## src/rtl/nco_sweep_ctrl.sv

```systemverilog
`default_nettype none
// ==== nco_sweep_ctrl : stepped phase-increment (chirp) sequencer for an NCO == rev 1.0 ====
// Optional macro NCO_SWEEP_LOOP_EN adds loop_i, which makes the sweep repeat until aborted.
module nco_sweep_ctrl #(
  parameter int APR     = 16,
  parameter int DWW     = 16,
  parameter int NCO_LAT = 12
) (
  input  logic           clk,
  input  logic           reset_n,
  input  logic [APR-1:0] cfg_start_i,
  input  logic [APR-1:0] cfg_stop_i,
  input  logic [APR-1:0] cfg_step_i,
  input  logic [DWW-1:0] cfg_dwell_i,
  input  logic           start_i,
  input  logic           abort_i,
`ifdef NCO_SWEEP_LOOP_EN
  input  logic           loop_i,
`endif
  input  logic           nco_out_valid_i,
  output logic           nco_clken_o,
  output logic [APR-1:0] phi_inc_o,
  output logic           step_strobe_o,
  output logic           busy_o,
  output logic           done_o
);

  localparam int LW = $clog2(NCO_LAT + 1);

  localparam logic [2:0] S_IDLE  = 3'd0;
  localparam logic [2:0] S_PRIME = 3'd1;
  localparam logic [2:0] S_SWEEP = 3'd2;
  localparam logic [2:0] S_DRAIN = 3'd3;
  localparam logic [2:0] S_DONE  = 3'd4;

  logic [2:0]     state_q, state_d;
  logic [LW-1:0]  lat_cnt_q, lat_cnt_d;
  logic [DWW-1:0] dwell_cnt_q, dwell_cnt_d;
  logic [DWW-1:0] dwell_last_q, dwell_last_d;
  logic [APR-1:0] start_q, start_d;
  logic [APR-1:0] stop_q, stop_d;
  logic [APR-1:0] step_q, step_d;
  logic           up_q, up_d;
  logic [APR-1:0] phi_q, phi_d;
  logic           clken_q, clken_d;
  logic           strobe_q, strobe_d;
  logic           busy_q, busy_d;
  logic           done_q, done_d;
  logic           loop_en;

`ifdef NCO_SWEEP_LOOP_EN
  logic loop_q, loop_d;
  assign loop_en = loop_q;
`else
  assign loop_en = 1'b0;
`endif

  // One extra bit exposes carry/borrow so the increment can never wrap.
  logic [APR:0]   sum_w, diff_w;
  logic [APR-1:0] next_w;
  logic           at_end_w;

  always_comb begin
    sum_w  = {1'b0, phi_q} + {1'b0, step_q};
    diff_w = {1'b0, phi_q} - {1'b0, step_q};
    if (up_q)
      next_w = (sum_w[APR] || (sum_w[APR-1:0] > stop_q)) ? stop_q : sum_w[APR-1:0];
    else
      next_w = (diff_w[APR] || (diff_w[APR-1:0] < stop_q)) ? stop_q : diff_w[APR-1:0];
    at_end_w = (phi_q == stop_q) || (step_q == '0);
  end

  always_comb begin
    state_d      = state_q;
    lat_cnt_d    = lat_cnt_q;
    dwell_cnt_d  = dwell_cnt_q;
    dwell_last_d = dwell_last_q;
    start_d      = start_q;
    stop_d       = stop_q;
    step_d       = step_q;
    up_d         = up_q;
    phi_d        = phi_q;
    strobe_d     = 1'b0;
`ifdef NCO_SWEEP_LOOP_EN
    loop_d       = loop_q;
`endif
    case (state_q)
      S_IDLE: begin
        if (start_i && !abort_i) begin
          start_d      = cfg_start_i;
          stop_d       = cfg_stop_i;
          step_d       = cfg_step_i;
          dwell_last_d = (cfg_dwell_i == '0) ? '0 : cfg_dwell_i - DWW'(1);
          up_d         = (cfg_stop_i >= cfg_start_i);
`ifdef NCO_SWEEP_LOOP_EN
          loop_d       = loop_i;
`endif
          phi_d        = cfg_start_i;
          lat_cnt_d    = '0;
          state_d      = S_PRIME;
        end
      end
      S_PRIME: begin
        if (lat_cnt_q == LW'(NCO_LAT - 1)) begin
          lat_cnt_d   = '0;
          dwell_cnt_d = '0;
          state_d     = S_SWEEP;
        end else begin
          lat_cnt_d = lat_cnt_q + LW'(1);
        end
      end
      S_SWEEP: begin
        if (nco_out_valid_i) begin
          if (dwell_cnt_q == dwell_last_q) begin
            dwell_cnt_d = '0;
            if (at_end_w) begin
              if (loop_en) begin
                phi_d    = start_q;
                strobe_d = 1'b1;
              end else begin
                lat_cnt_d = '0;
                state_d   = S_DRAIN;
              end
            end else begin
              phi_d    = next_w;
              strobe_d = 1'b1;
            end
          end else begin
            dwell_cnt_d = dwell_cnt_q + DWW'(1);
          end
        end
      end
      S_DRAIN: begin
        if (lat_cnt_q == LW'(NCO_LAT - 1)) begin
          lat_cnt_d = '0;
          state_d   = S_DONE;
        end else begin
          lat_cnt_d = lat_cnt_q + LW'(1);
        end
      end
      S_DONE:  state_d = S_IDLE;
      default: state_d = S_IDLE;
    endcase

    if (abort_i && (state_q != S_IDLE)) begin
      state_d     = S_IDLE;
      phi_d       = phi_q;
      strobe_d    = 1'b0;
      lat_cnt_d   = '0;
      dwell_cnt_d = '0;
    end

    // Status outputs are decoded from the next state so they line up with it.
    clken_d = (state_d == S_PRIME) || (state_d == S_SWEEP) || (state_d == S_DRAIN);
    busy_d  = (state_d != S_IDLE);
    done_d  = (state_d == S_DONE);
  end

  always_ff @(posedge clk or negedge reset_n) begin
    if (!reset_n) begin
      state_q      <= S_IDLE;
      lat_cnt_q    <= '0;
      dwell_cnt_q  <= '0;
      dwell_last_q <= '0;
      start_q      <= '0;
      stop_q       <= '0;
      step_q       <= '0;
      up_q         <= 1'b0;
      phi_q        <= '0;
      clken_q      <= 1'b0;
      strobe_q     <= 1'b0;
      busy_q       <= 1'b0;
      done_q       <= 1'b0;
`ifdef NCO_SWEEP_LOOP_EN
      loop_q       <= 1'b0;
`endif
    end else begin
      state_q      <= state_d;
      lat_cnt_q    <= lat_cnt_d;
      dwell_cnt_q  <= dwell_cnt_d;
      dwell_last_q <= dwell_last_d;
      start_q      <= start_d;
      stop_q       <= stop_d;
      step_q       <= step_d;
      up_q         <= up_d;
      phi_q        <= phi_d;
      clken_q      <= clken_d;
      strobe_q     <= strobe_d;
      busy_q       <= busy_d;
      done_q       <= done_d;
`ifdef NCO_SWEEP_LOOP_EN
      loop_q       <= loop_d;
`endif
    end
  end

  assign nco_clken_o   = clken_q;
  assign phi_inc_o     = phi_q;
  assign step_strobe_o = strobe_q;
  assign busy_o        = busy_q;
  assign done_o        = done_q;

endmodule
`default_nettype wire

```

## config.mk

```make
export PLATFORM = sky130hd
export DESIGN_NAME = nco_sweep_ctrl
export DESIGN_NICKNAME = d
export VERILOG_FILES = /design/src/rtl/nco_sweep_ctrl.sv
export SDC_FILE = /design/constraint.sdc
export NUM_CORES = 1
export LEC_CHECK = 0
export CAP_MARGIN = 30
export CORE_MARGIN = 2
export CORE_UTILIZATION = 40
export CTS_CLUSTER_DIAMETER = 150
export DETAILED_ROUTE_END_ITERATION = 8
export SLEW_MARGIN = 20
export SYNTH_ARGS = -nofsm -noshare
export SYNTH_HDL_FRONTEND = slang
export SYNTH_SLANG_ARGS = --single-unit
```

## constraint.sdc

```tcl
create_clock -name clk -period 6.9 [get_ports clk]
set_input_delay 0.69 -clock clk [delete_from_list [all_inputs] [get_ports clk]]
set_output_delay 0.69 -clock clk [all_outputs]
set_load 0.02 [all_outputs]
```

==> reports/results.txt <==
The number of enable-type register cells in the synthesized netlist works out to 0. The endpoint identified for the worst register-to-register timing path is phi_inc_o[0]$_DFFE_PN0P_. For this run, the number of Yosys warnings is 0. The number of levels in the clock H-tree came out at 3. The logs give 896 for the number of standard cells after synthesis and 1200 for the count of non-filler cells in the finished layout. The worst setup path is launched from a register. For this design, the CTS-stage hold fixing added 0 buffers. The tools report the number of global-route vias before repair as 6618. The clock net in this run drives a total of 92 sinks. The flow ran to the end, and the final reports show no timing, DRC or antenna violations. In this run the critical register-to-register path is launched from step_q[0]$_DFFE_PN0P_. The ratio of routed vias to standard cells works out to 5.59.

The most common cell after layout, fill and taps aside is dfrtp_1. The count of cell types in the netlist came out at 76. Counting every net in the synthesized netlist gives 1049. The count of placed standard cells including taps is 1183, and the floorplan core area is 18800 µm². In this run the remaining antenna-violating nets after routing total 0. Setup repair after global routing left no endpoint under its margin. CTS placed an instance of clkbuf_16 at the clock tree root. The final-report max-slew violation count came out at 0. Max-cap violations in this run came to 0. For this block, the initial DRC count from the detailed router was 354. The relative slew slack is 0.416, and the count of inserted antenna diode cells is 0. Row generation in the floorplan step produced 50 rows. The top cell types in the final layout, fill and taps aside, are dfrtp_1, clkdlybuf4s50_1, nand2_1, ha_1, o21ai_0. Buffers added to address setup during post-CTS repair amount to 0. The first global-routing pass estimated 35300 µm of wire. Count of input and output buffers: 88.

The die area is 20400 µm². For the worst path setup slack after routing, the log shows 2240 ps. The total track usage was 0.222.

The run gives 0.299 as the portion of the post-synthesis area used by sequential elements. The routed design could run at a clock period as short as 4660 ps. The setup slack on the worst flop-to-flop path is 2240 ps, and the half-perimeter wire length after detailed placement is 17100 µm.

TritonCTS built the clock tree. The tools report the number of antenna violations at the first check in global routing as 0. The congestion estimate from routability-driven global placement came to 0.899. For the core occupancy in the finished layout, the log shows 0.479. The filler cells instantiated in the layout total 1860.

The proportion of register bits with asynchronous set or reset after synthesis is 1.00. The setup path with the least slack is of type register to register. The logs give 6702 for the total vias in the final route and 0 for the post-cts resize count.

The clock reaches the later pin of the worst-skew pair after 360 ps. The count of final setup violators came out at 0. On the final layout, the worst clock skew is 8.65 ps. The clock passes through at most 2 buffers.

The number of cells on the worst reg-to-reg path is 19. For this design the top-level I/O count stands at 89. The slew at the pin closest to its max-slew limit was 873 ps; the number of iterations in the first detailed-routing pass was 4. Prior to clock tree synthesis, the placed netlist has a worst setup slack of 1980 ps.

The most used flip-flop cell after synthesis is dfrtp_1. Data on the critical path arrives at its endpoint at 4880 ps. The share of layout cells above drive strength 1 is 0.0611.

The die span in x was 143 µm. The number of clock buffers added by TritonCTS is 9. Measured along the y axis, the die boundary spans 143 µm. In this run the worst path has a maximum fanout of 9. The synthesized design contains 92 register bits. Entering global routing, the biggest net connects 50 pins.

After synthesis the cells add up to 7690 µm². At the worst endpoint, the required time is 7130 ps. The tools report the count of endpoints failing hold in the final timing report as 0. In the final routed layout, each cell accounts on average for 18.2 µm. The post-route clock period utilization is 0.675, and the final global-route overflow total is 0.

For this run, the top clock speed supported by timing is 0.215 GHz. Type of the tightest min-delay check: input pin to asynchronous set/reset pin. Compared with the post-synthesis result, the final layout area differs by 17.0%.

Wires add up to 21900 µm. In the final design database the tool counted 1114 nets. The element type at the critical path end was a register. In the routed design, unresolved DRC markers number 0. The CTS clock-pin slew for the worst setup and hold paths is 80 ps.

The starting density of the core is 0.410, and the post-route setup TNS is 0 ps. The average instance in the mapped netlist occupies 8.58 µm².
[metrics by stage]
stage | instance area [µm²] | hold WS, ps
2_1_floorplan | 7690 | 394
3_3_place_gp | 8690 | 488
3_5_place_dp | 8690 | 496
4_1_cts | 8990 | 377
5_1_grt | 9000 | 397
6_report | 9000 | 347
[critical path, cell delays in order, from the launching register on]
cell	delay, ps
dfrtp_1	480
ha_1	230
inv_1	60
fa_1	420
a21o_2	230
nand4_2	100
a21oi_2	70
nor3b_1	320
o21a_1	240
mux2i_1	270
nand2_1	90
ha_1	300
nand2_1	50
o21ai_0	290
nor4_2	110
nor4_4	480
buf_6	240
mux2_2	250
mux2i_1	200
o21ai_0	90
[routing by layer]
layer,routed length [µm],GRT usage,vias up
met1,10000,0.297,3192
met3,895,0.0235,34
met5,0,0,-
met2,10200,0.369,172
li1,-,-,3304
met4,725,0.0917,0
[flip-flops by register name, indices dropped and copies added (netlist names)]
register / cells
step_q: 16
up_q: 1
dwell_cnt_q: 16
state_q: 3
stop_q: 16
lat_cnt_q: 4
step_strobe_o: 1
nco_clken_o: 1
dwell_last_q: 16
done_o: 1
phi_inc_o: 16
busy_o: 1
[synthesized netlist by cell type (all sizes together) (5+ instances only)]
cell type,count,share of area
xnor2,59,0.067
nor2b,11,0.0093
nor2,55,0.027
a31oi,6,0.0049
a22oi,6,0.0076
o21a,6,0.0059
a21o,16,0.016
nand2,84,0.041
or2,7,0.0057
or3,9,0.0073
clkbuf,20,0.0099
a21oi,48,0.032
o21ai,89,0.059
inv,71,0.035
mux2,8,0.012
a211oi,9,0.0088
xor2,19,0.022
nor4,17,0.017
nor3,26,0.017
and3,12,0.0099
buf,18,0.016
nand3,9,0.0059
o22ai,5,0.0041
nand4,22,0.019
ha,82,0.13
dfrtp,92,0.30
o31ai,9,0.0094
o211ai,7,0.0068
mux2i,19,0.025
nand2b,8,0.0075
[final cells by class]
cell class / count / area (µm²) / area share
Sequential cell: 92 / 2300 / 0.256
Clock buffer: 9 / 225 / 0.0250
Clock inverter: 7 / 66.3 / 0.00737
Multi-Input combinational cell: 694 / 4930 / 0.548
Timing Repair Buffer: 92 / 912 / 0.101
Inverter: 72 / 270 / 0.0300
Tap cell: 234 / 293 / 0.0325
[kinds of logic (layout without fill, tap and decap cells)]
logic type / Yosys count / after routing / synth area share
DFF: 92 / 92 / 0.299
adders and majority gates: 84 / 84 / 0.139
AOI/OAI and AO/OA: 228 / 228 / 0.192
and+or+nand+nor: 277 / 277 / 0.184
muxes: 27 / 27 / 0.0364
xor gates and xnor gates: 78 / 78 / 0.0888
buffers and inverters: 110 / 180 / 0.0612
[how the worst max path moves through the flow]
| stage | from | end | slack (ps) | cells past startpoint |
|---|---|---|---|---|
| after floorplan | phi_inc_o[0]$_DFFE_PN0P_ | phi_inc_o[7]$_DFFE_PN0P_ | 2850 | 20 |
| after global placement | step_q[4]$_DFFE_PN0P_ | phi_inc_o[0]$_DFFE_PN0P_ | 2160 | 16 |
| after detailed placement | phi_inc_o[0]$_DFFE_PN0P_ | phi_inc_o[0]$_DFFE_PN0P_ | 1980 | 19 |
| after CTS | phi_inc_o[0]$_DFFE_PN0P_ | phi_inc_o[0]$_DFFE_PN0P_ | 1970 | 19 |
| after global routing | phi_inc_o[5]$_DFFE_PN0P_ | phi_inc_o[0]$_DFFE_PN0P_ | 1870 | 15 |
| final | step_q[0]$_DFFE_PN0P_ | phi_inc_o[0]$_DFFE_PN0P_ | 2240 | 19 |
Power is left out: the tool's default activity adds up to more than one toggle a clock period on the data nets, which glitch-free logic cannot reach.
